File: src/rtl/edp_diag_snap_if.sv
// edp_diag_snap_if
// Word channel from the diagnostic snapshot sequencer to the front end.
// The snapshot block drives a single-entry valid/ready slot.
//   wordValid  : wordData/wordSel/wordParity hold a captured word
//   wordReady  : front end accepts the word on this edge
//   wordData   : captured 36-bit EBUS word, bit 0 = MSB
//   wordSel    : diag source index the word came from
//   wordParity : odd parity over wordData
interface edp_diag_snap_if;
  logic        wordValid;
  logic        wordReady;
  logic [0:35] wordData;
  logic [2:0]  wordSel;
  logic        wordParity;

  modport master (
    output wordValid, wordData, wordSel, wordParity,
    input  wordReady
  );

  modport slave (
    input  wordValid, wordData, wordSel, wordParity,
    output wordReady
  );
endinterface

File: src/rtl/edp_diag_snap.sv
// edp_diag_snap
// Walks a mask of the eight EDP diagnostic sources (AR, BR, MQ, FM, BRX,
// ARX, ADX, AD) in ascending index order. For each selected source it drives
// diagSel and diagReadFunc12X, holds for SETTLE cycles, then captures the
// EBUS word with odd parity into the word slot.
// Ports:
//   clk, resetN      : clock, asynchronous active-low reset
//   start, selMask   : begin a snapshot of the masked sources (idle only)
//   abort            : terminate snapshot, drop any pending word
//   EBUS             : diag mux data from the data path, bit 0 = MSB
//   diagSel          : diag source select to the data path
//   diagReadFunc12X  : data path EBUS drive enable
//   busy             : snapshot in progress
//   done             : one-cycle pulse when a snapshot completes
//   word             : valid/ready word slot to the front end
//
// state    | meaning
// S_IDLE   | no snapshot; waiting for start
// S_SETTLE | diagSel driven, counting down the settle interval
// S_WAIT   | settled, word slot still full; holding diagSel until it drains
module edp_diag_snap #(
  parameter int unsigned SETTLE = 2
) (
  input  logic        clk,
  input  logic        resetN,
  input  logic        start,
  input  logic [7:0]  selMask,
  input  logic        abort,
  input  logic [0:35] EBUS,
  output logic [2:0]  diagSel,
  output logic        diagReadFunc12X,
  output logic        busy,
  output logic        done,
  edp_diag_snap_if.master word
);

  typedef enum logic [1:0] {
    S_IDLE   = 2'd0,
    S_SETTLE = 2'd1,
    S_WAIT   = 2'd2
  } state_t;

  localparam logic [3:0] CNT_LOAD = 4'(SETTLE - 1);

  state_t      state_q;
  logic [3:0]  cnt_q;
  logic [7:0]  mask_q;
  logic [2:0]  diag_sel_q;
  logic        read_func_q;
  logic        busy_q;
  logic        done_q;
  logic        word_valid_q;
  logic [0:35] word_data_q;
  logic [2:0]  word_sel_q;
  logic        word_parity_q;

  logic        slot_free;
  logic        capture;
  logic [7:0]  mask_rem;

  function automatic logic [2:0] lowest_idx(input logic [7:0] m);
    logic [2:0] idx;
    idx = 3'd0;
    for (int i = 7; i >= 0; i--) begin
      if (m[i]) idx = 3'(i);
    end
    return idx;
  endfunction

  always_comb begin
    // Slot is free if empty or being drained on this same edge.
    slot_free = ~word_valid_q | word.wordReady;
    capture   = ~abort & slot_free &
                (((state_q == S_SETTLE) && (cnt_q == 4'd0)) || (state_q == S_WAIT));
    mask_rem  = mask_q & ~(8'b1 << diag_sel_q);
  end

  always_ff @(posedge clk or negedge resetN) begin
    if (!resetN) begin
      state_q       <= S_IDLE;
      cnt_q         <= 4'd0;
      mask_q        <= 8'd0;
      diag_sel_q    <= 3'd0;
      read_func_q   <= 1'b0;
      busy_q        <= 1'b0;
      done_q        <= 1'b0;
      word_valid_q  <= 1'b0;
      word_data_q   <= '0;
      word_sel_q    <= 3'd0;
      word_parity_q <= 1'b0;
    end else begin
      done_q <= 1'b0;
      if (abort) begin
        state_q      <= S_IDLE;
        cnt_q        <= 4'd0;
        mask_q       <= 8'd0;
        read_func_q  <= 1'b0;
        busy_q       <= 1'b0;
        word_valid_q <= 1'b0;
      end else begin
        if (capture) begin
          word_valid_q  <= 1'b1;
          word_data_q   <= EBUS;
          word_sel_q    <= diag_sel_q;
          word_parity_q <= ~^EBUS;
        end else if (word.wordReady) begin
          word_valid_q  <= 1'b0;
        end

        case (state_q)
          S_IDLE: begin
            if (start) begin
              if (selMask == 8'd0) begin
                done_q <= 1'b1;
              end else begin
                mask_q      <= selMask;
                diag_sel_q  <= lowest_idx(selMask);
                read_func_q <= 1'b1;
                busy_q      <= 1'b1;
                cnt_q       <= CNT_LOAD;
                state_q     <= S_SETTLE;
              end
            end
          end
          S_SETTLE, S_WAIT: begin
            if ((state_q == S_SETTLE) && (cnt_q != 4'd0)) begin
              cnt_q <= cnt_q - 4'd1;
            end else if (capture) begin
              mask_q <= mask_rem;
              if (mask_rem != 8'd0) begin
                diag_sel_q <= lowest_idx(mask_rem);
                cnt_q      <= CNT_LOAD;
                state_q    <= S_SETTLE;
              end else begin
                read_func_q <= 1'b0;
                busy_q      <= 1'b0;
                done_q      <= 1'b1;
                state_q     <= S_IDLE;
              end
            end else begin
              state_q <= S_WAIT;
            end
          end
          default: state_q <= S_IDLE;
        endcase
      end
    end
  end

  assign diagSel         = diag_sel_q;
  assign diagReadFunc12X = read_func_q;
  assign busy            = busy_q;
  assign done            = done_q;
  assign word.wordValid  = word_valid_q;
  assign word.wordData   = word_data_q;
  assign word.wordSel    = word_sel_q;
  assign word.wordParity = word_parity_q;

endmodule

File: src/flat_wrapper.sv
// flat-port wrapper written by rule: the top's interface ports become plain ports
module edp_diag_snap_flat 
#(
  parameter int unsigned SETTLE = 2
)
  (clk, resetN, start, selMask, abort, EBUS, diagSel, diagReadFunc12X, busy, done, word_wordValid, word_wordData, word_wordSel, word_wordParity, word_wordReady);
  edp_diag_snap_if word_i ();
  input  logic clk;
  input  logic resetN;
  input  logic start;
  input  logic [7:0] selMask;
  input  logic abort;
  input  logic [0:35] EBUS;
  output logic [2:0] diagSel;
  output logic diagReadFunc12X;
  output logic busy;
  output logic done;
  output wire logic [$bits(word_i.wordValid)-1:0] word_wordValid;
  output wire logic [$bits(word_i.wordData)-1:0] word_wordData;
  output wire logic [$bits(word_i.wordSel)-1:0] word_wordSel;
  output wire logic [$bits(word_i.wordParity)-1:0] word_wordParity;
  input wire logic [$bits(word_i.wordReady)-1:0] word_wordReady;
  assign word_wordValid = word_i.wordValid;
  assign word_wordData = word_i.wordData;
  assign word_wordSel = word_i.wordSel;
  assign word_wordParity = word_i.wordParity;
  assign word_i.wordReady = word_wordReady;
  edp_diag_snap #(.SETTLE(SETTLE)) u_core (.clk(clk), .resetN(resetN), .start(start), .selMask(selMask), .abort(abort), .EBUS(EBUS), .diagSel(diagSel), .diagReadFunc12X(diagReadFunc12X), .busy(busy), .done(done), .word(word_i));
endmodule
File: config.mk
export PLATFORM = sky130hd
export DESIGN_NAME = edp_diag_snap_flat
export DESIGN_NICKNAME = d
export VERILOG_FILES = /design/src/rtl/edp_diag_snap_if.sv /design/src/rtl/edp_diag_snap.sv /design/src/flat_wrapper.sv
export SDC_FILE = /design/constraint.sdc
export NUM_CORES = 1
export LEC_CHECK = 0
export CORE_ASPECT_RATIO = 0.7
export CORE_MARGIN = 2
export CORE_UTILIZATION = 27
export CTS_CLUSTER_SIZE = 14
export DETAILED_ROUTE_END_ITERATION = 6
export MAX_ROUTING_LAYER = met4
export PLACE_DENSITY_LB_ADDON = 0.2
export SYNTH_ARGS = -nofsm -noshare
export SYNTH_HDL_FRONTEND = slang
export SYNTH_SLANG_ARGS = --single-unit
File: constraint.sdc
create_clock -name clk -period 2.2 [get_ports clk]
set_input_delay 0.44 -clock clk [delete_from_list [all_inputs] [get_ports clk]]
set_output_delay 0.44 -clock clk [all_outputs]
set_load 0.05 [all_outputs]
==> metrics.csv, run 1 <==
stage,metric,value,unit
outcome,status,completed,
global_routing,met3 Use GR,4.09,%
global_routing,Overall Global Routing Usage,14.5,%
critical_path,Reg2Reg Setup Slack,0.14,ns
global_routing,vias in the first global route,2736,
critical_path,family with the most delay on the worst path,buffers and inverters,
clock_network,# clock sinks,60,
yosys,Post-synth EDFFs,0,
yosys,"Distinct cells, synth",53,
global_routing,first-pass GRT wire length,14600,µm
yosys,"Top FF cell, synth",dfrtp_1,
die,core footprint,11900,µm²
final_layout,final-stage net count,507,
sta,slew margin rel.,60.2,%
drt,drc violations,0,
power_and_ir_drop,Max rail drop VDD,0.781,mV
clock_network,"Reg clk slew, reported paths",0.05,ns
clock_network,"Clk Latency, worst-skew pair",0.33,ns
final_layout,final core occ,44.5,%
sta,Max Clk Rate,467,MHz
die,Die Wd,137,µm
global_routing,Overflow after GRT,0,
sta,RSZ-0062 raised after global routing,yes,
sta,final setup TNS,0,ns
yosys,#FFs+latches synth,60,
die,die height,96.8,µm
drt,vias per inst,4.60,
placed_design,port bufs,95,
clock_network,clock root cell,clkbuf_16,
yosys,post-synthesis simple-gate area fraction,11.1,%
clock_network,clk buf depth,2,
sta,setup ws final,0.0574,ns
global_routing,grt met2 use,18.8,%
drt,Detail Route Antenna Nets,0,
global_routing,initial antenna violation count,0,
run,maxcap violations,0,
critical_path,Worst Path Max Fanout,8,
yosys,syn nets,365,
sta,Fin Clk Skew,0.00454,ns
clock_network,H-tree levels,3,
yosys,async set-reset flop share out of synthesis,100,%
yosys,Mean Syn Cell Area,10.7,µm²
die,Die ar.,13200,µm²
clock_network,CTS Buf Count,9,
drt,wire per inst,15.1,µm
yosys,Cells after Synth,310,
sta,Tmin final,2.14,ns
sta,Worst Max-Slew Pin Slew,0.595,ns
die,IO Pins,96,
critical_path,Slowest Stage Delay on Critical Path,0.81,ns
critical_path,crit path launch,u_core.diagSel[0],
critical_path,CP max-delay cell,clkdlybuf4s50_1,
placed_design,placed inst area,4790,µm²
drt,aggregate routed wire length,9230,µm
yosys,Synth Area in Adders,2.26,%
final_layout,fin cells,613,
placed_design,pre-CTS setup slack,-0.632,ns
critical_path,"Req. time, crit path",1.76,ns
power_and_ir_drop,Leak,2.25,nW
placed_design,post-DP HPWL,6750,µm
power_and_ir_drop,Tot Pwr,9.01,mW
drt,DR iter-0 viols,99,
drt,via count,2822,
drt,Pre-antenna DRT Iters,4,
clock_network,hold_buf cts,0,
yosys,synthesized area,3320,µm²
critical_path,Critical Path Sink Type,output port,
yosys,Post-Synth XOR/XNOR Area,9.37,%
final_layout,layout cells sized above 1,28.9,%
final_layout,area growth from synthesis to layout,58.4,%
global_routing,largest net degree at the start of global routing,45,
critical_path,R2R cell count,8,
sta,Slew Limit Fails,0,
final_layout,Final Instance Area,5270,µm²
critical_path,worst path cell trace,buf_4 > clkdlybuf4s50_1,
critical_path,Critical Path AT,1.70,ns
yosys,largest family of logic cells by synthesized area,multiplexers,
sta,period utilization,97.4,%
critical_path,Startpoint Class,flop,
die,number of core rows,33,
yosys,post-synthesis mux area share,15.0,%
clock_network,CTS tree,built,
sta,Final Setup Violations,0,
global_routing,busiest grt layer,met1,
placed_design,placed cell count,592,
power_and_ir_drop,PwrDens,1710,nW/µm²
critical_path,Reg2Reg Launch Point,u_core.diagSel[0],
sta,Hold WS,0.0421,ns
hold_path,Worst Hold Class,input port to asynchronous set/reset pin,
die,initial core utilization,28.1,%
yosys,"Seq/Total Area, Yosys",45.2,%
critical_path,Buf/Inv on CP,2,
critical_path,R2R Path End,u_core.diagSel[0],
global_routing,GR Layer Usage met1,22.0,%
final_layout,ant diodes,0,
yosys,Ys Warns,0,
critical_path,WS Path Type,flop to output port,
placed_design,GPL Wtd Cong,0.861,
yosys,area fraction in compound gates after synthesis,14.1,%
sta,Final Hold Vio Count,0,
## cell usage after synthesis (4+ instances only)
master    instances  share of area [%]
a21oi_1          17                2.6
a31oi_1           5               0.94
clkbuf_1          8               0.90
dfrtp_1          60                 45
ha_1              6                2.3
inv_1            11                1.2
mux2_2           39                 13
mux2i_1           6                1.8
nand2_1          19                2.1
nand2b_1          4               0.75
nor2_1           22                2.5
nor2b_1           4               0.75
nor3_1            9                1.4
o21ai_0           7                1.1
o21ai_1           9                1.4
o41ai_1           4                1.1
xnor2_1          29                7.6
xor2_1            4                1.1
## worst reg2reg max path, delay by kind of cell (launching register included)
kind | cells | cell delay (ns)
mux | 1 | 0.12
simple gates | 1 | 0.13
buf+inv | 2 | 0.37
compound gates | 4 | 0.94
flops | 1 | 0.43
## registers in the layout, summed over array words and instances (netlist names)
signal                  count
u_core.cnt_q                4
u_core.diagSel              3
u_core.word.wordParity      1
u_core.word.wordSel         3
u_core.mask_q               8
u_core.done                 1
u_core.word.wordValid       1
u_core.diagReadFunc12X      1
u_core.word.wordData       36
u_core.state_q              2
## worst max path at each step
stage / endpoint / cells past startpoint / slack, ns
final: diagSel[0] / 2 / 0.06
after global routing: u_core.mask_q[4] / 8 / -0.0005
after detailed placement: u_core.mask_q[6] / 8 / -0.63
after global placement: u_core.mask_q[6] / 8 / -0.61
after floorplan: u_core.mask_q[6] / 5 / -0.17
after CTS: u_core.mask_q[4] / 8 / 0.007
## where the power goes
part	total (mW)	internal [mW]	switching, mW
Clock	1.54	1.04	0.500
Sequential	1.96	1.63	0.334
Combinational	5.51	2.34	3.17
Total	9.01	5.02	4.00
## metal layers
metal / wire (µm) / vias to the layer above
met1: 4850 / 1336
met4: 106 / 0
li1: - / 1386
met3: 672 / 11
met5: 0 / -
met2: 3600 / 89
## area by class of cell
| type | instances | area, µm² |
|---|---|---|
| inverters | 11 | 41.3 |
| fillers | 1121 | 6580 |
| clock buffers | 11 | 253 |
| well taps | 157 | 196 |
| flip-flops and latches | 60 | 1510 |
| repair buffers | 145 | 1380 |
| clock inverters | 4 | 72.6 |
| multi-input cells | 225 | 1820 |
## kinds of logic after synthesis
kind of cell,Yosys count
and+or+nand+nor,73
AOI/OAI and AO/OA,67
DFF,60
muxes,45
xor gates and xnor gates,34
buffers and inverters,25
adders and majority gates,6
## repair_timing
action                                  CTS  global route
setup buffers                             2             4
endpoints found under the setup margin   57            35
pin swaps                                 8             9
gates resized for setup                  16            20
gates cloned                              1             0
## cell usage in the layout, fill, tap and decap left out, types with 2 or more instances in the layout
cell | synthesis | layout
a22o_1 | 2 | 2
clkdlybuf4s50_1 | 0 | 86
o21ai_0 | 7 | 6
buf_6 | 0 | 2
a21oi_1 | 17 | 15
inv_2 | 0 | 3
a21o_1 | 3 | 3
dlygate4sd2_1 | 0 | 2
nand3_1 | 3 | 3
o41ai_1 | 4 | 3
clkbuf_8 | 0 | 2
clkbuf_16 | 0 | 9
a41oi_1 | 2 | 2
dfrtp_2 | 0 | 3
o21ai_1 | 9 | 10
a31oi_1 | 5 | 5
nand2b_1 | 4 | 4
bufinv_16 | 0 | 2
o211ai_1 | 2 | 2
nor2b_1 | 4 | 4
inv_1 | 11 | 8
nor2_1 | 22 | 21
dfrtp_1 | 60 | 57
mux2i_1 | 6 | 6
nand2_1 | 19 | 19
and2_1 | 2 | 2
ha_1 | 6 | 4
mux2_2 | 39 | 39
xnor2_1 | 29 | 29
or4_4 | 2 | 2
nor3_1 | 9 | 9
buf_4 | 1 | 46
clkbuf_2 | 0 | 2
buf_12 | 0 | 2
a21oi_2 | 0 | 2
xor2_1 | 4 | 4
No activity file was read; power rests on OpenSTA's default activity.
==> run 2, diff against run 1 <==
Settings changed: CAP_MARGIN set to 20.
==> results of run 2 <==
Same layout as run 1: the final DEF is identical, and so are final timing and power.
==> patch: new RTL, flow settings as in run 2 <==
Re-encode `state_t` (3 states) as one-hot, 3 bits wide.
--- a/src/rtl/edp_diag_snap.sv
+++ b/src/rtl/edp_diag_snap.sv
@@ -36,6 +36,6 @@
 
-  typedef enum logic [1:0] {
-    S_IDLE   = 2'd0,
-    S_SETTLE = 2'd1,
-    S_WAIT   = 2'd2
+  typedef enum logic [2:0] {
+    S_IDLE   = 3'b001,
+    S_SETTLE = 3'b010,
+    S_WAIT   = 3'b100
   } state_t;
Formal check against the unedited RTL: no difference found for any inputs over 10 cycles, from zero or initial values and one cycle with resetN low; not proved beyond that.
==> patch against run 2 <==
- sequential cell count rose by 1
- design area fell by 7.9%
- cell count fell by 5.4%
- total power fell by 26%
- worst setup slack improved by 0.048 ns
- via count fell by 6.7%
- synthesized area fell by 3.0%
- wire length fell by 7.1%
- first-iteration DRC count rose by 36%
- critical endpoint is now diagSel[1]
- largest power group unchanged
- highest routed layer unchanged
==> patch: results (changes against run 2) <==
Logic synthesis
  – Asr flop ratio synth: 100% (unchanged)
  – Post-synthesis compound-gate area fraction: 13.2% (was 14.1%)
  – Register area share after synthesis: 47.4% (was 45.2%)
  – Unique masters post-synth: 51 (was 53)
  – Yosys Warn Count: 0 (unchanged)
  – Top post-synthesis cells by count: dfrtp_1, mux2_2, xnor2_1, o21ai_0, a21oi_1 (was dfrtp_1, mux2_2, xnor2_1, nor2_1, nand2_1)
  – Top_reg_cell synth: dfrtp_1 (unchanged)
  – Top cells by area, synth: dfrtp_1, mux2_2, xnor2_1 (unchanged)
  – Xor-xnor portion of the synthesized cell area: 9.93% (was 9.37%)
  – Syn Nets: 342 (was 365)
  – Mux cell area share after synthesis: 15.0% (about the same)
  – Synth Area in Adders: 0.776% (was 2.26%)

Global routing
  – Vias in the first global route: 2725 (was 2736)
  – Largest net degree at the start of global routing: 32 (was 45)
  – Initial antenna violation count: 0 (unchanged)
  – GRT Total Usage: 14.4% (was 14.5%)
  – First-pass GRT wire length: 13900 µm (was 14600 µm)

Layout
  – Share of layout cells above drive strength 1: 23.6% (was 28.9%)
  – Nets: 471 (was 507)
  – # diodes: 0 (unchanged)
  – Largest register FFs: 36 (unchanged)
  – FILL cells: 1118 (was 1121)

Worst setup path
  – Slowest cell on crit path: clkdlybuf4s50_1 (unchanged)
  – Worst r2r dst: u_core.diagSel[2]$_DFFE_PN0P_ (was u_core.diagSel[0]$_DFFE_PN0P_)
  – Worst Path Max Fanout: 11 (was 8)
  – Crit path from: u_core.diagSel[1]$_DFFE_PN0P_ (was u_core.diagSel[0]$_DFFE_PN0P_)
  – Largest delay share family, worst path: buffers and inverters (unchanged)
  – CP peak stage delay: 0.86 ns (was 0.81 ns)
  – RR Startpoint: u_core.diagSel[0]$_DFFE_PN0P_ (unchanged)
  – FF-to-FF path depth: 7 (was 8)
  – WP data arrival: 1.65 ns (was 1.70 ns)

CTS
  – H-Tree Level Count: 3 (unchanged)
  – CTS buffer count: 9 (unchanged)
  – Post-CTS Setup Repair Bufs: 0 (was 2)
  – Worst-Skew Late Latency: 0.32 ns
  – Post-CTS resize count: 2 (was 16)
  – Root buffer cell: clkbuf_16 (unchanged)
  – CTS max path bufs: 2 (unchanged)
  – Clock slew at reported path FFs: 0.05 ns (about the same)

Run status
  – Status: completed (unchanged)

Power
  – Peak supply drop: 0.550 mV (was 0.781 mV)
  – Pleak: 2.06 nW (was 2.25 nW)

Placement
  – DPL Wire Length: 6530 µm (was 6750 µm)
  – Gpl congestion: 0.841 (was 0.861)
  – Dpl ws: -0.168 ns (was -0.632 ns)

Route
  – Iter 0 DRT Violations: 135 (was 99)
  – DRT Wirelength: 8570 µm (was 9230 µm)
  – DR vias/cell: 4.54 (was 4.60)

Worst hold path
  – Worst min path class: input port to async pin (unchanged)

Timing
  – Fin Clk Skew: 0.00673 ns (was 0.00454 ns)
  – Worst-case hold slack: 0.118 ns (was 0.0421 ns)
  – Relative max-transition margin: 60.9% (was 60.2%)
## patch: how the worst max path moves through the flow
stage	end	slack [ns]	cells past startpoint
after global routing	u_core.cnt_q[3]$_DFFE_PN0P_	0.02	6
after global placement	u_core.word.wordData[25]$_DFFE_PN0P_	-0.13	6
final	diagSel[1]	0.11	1
after floorplan	u_core.cnt_q[2]$_DFFE_PN0P_	0.02	7
after detailed placement	u_core.word.wordData[1]$_DFFE_PN0P_	-0.17	6
after CTS	u_core.diagSel[0]$_DFFE_PN0P_	0.02	9
## patch: metal layers
layer  vias to the layer above  track usage (%)  routed length, µm
met3                         6             3.46                323
met4                         0             3.42                 53
li1                       1288                -                  -
met5                         -                -                  0
met2                        65             20.5               3730
met1                      1275             20.6               4470
## patch: through the flow
step | cell area (µm²) | std cells | TNS (ns)
6_report | 4850 | 580 | 0
5_1_grt | 4850 | 580 | 0
4_1_cts | 4850 | 580 | 0
3_5_place_dp | 4570 | 566 | -5.83
3_3_place_gp | 4570 | 566 | -4.62
2_1_floorplan | 3230 | 291 | 0
## patch: layout make-up
type	instances	area, µm²	share of cell area, %
inverter	10	37.5	0.773
tap	157	196	4.05
clock inverter	2	10.0	0.206
sequential	61	1530	31.6
clock buffer	12	256	5.28
multi-input combinational	208	1600	32.9
timing repair buffer	130	1220	25.2
## patch: power breakdown
group / internal [W] / switching [W] / total, W
logic: 0.00142 / 0.00212 / 0.00354
registers: 0.00154 / 0.000303 / 0.00184
clock network: 0.000806 / 0.000461 / 0.00127
total: 0.00377 / 0.00288 / 0.00665
## patch: cells by family after synthesis
family,after synthesis
AO/OA/AOI/OAI,67
multiplexers,43
flip-flops,61
XOR/XNOR,35
AND/OR/NAND/NOR,61
adder cells (fa/ha/maj),2
buffers and inverters,22
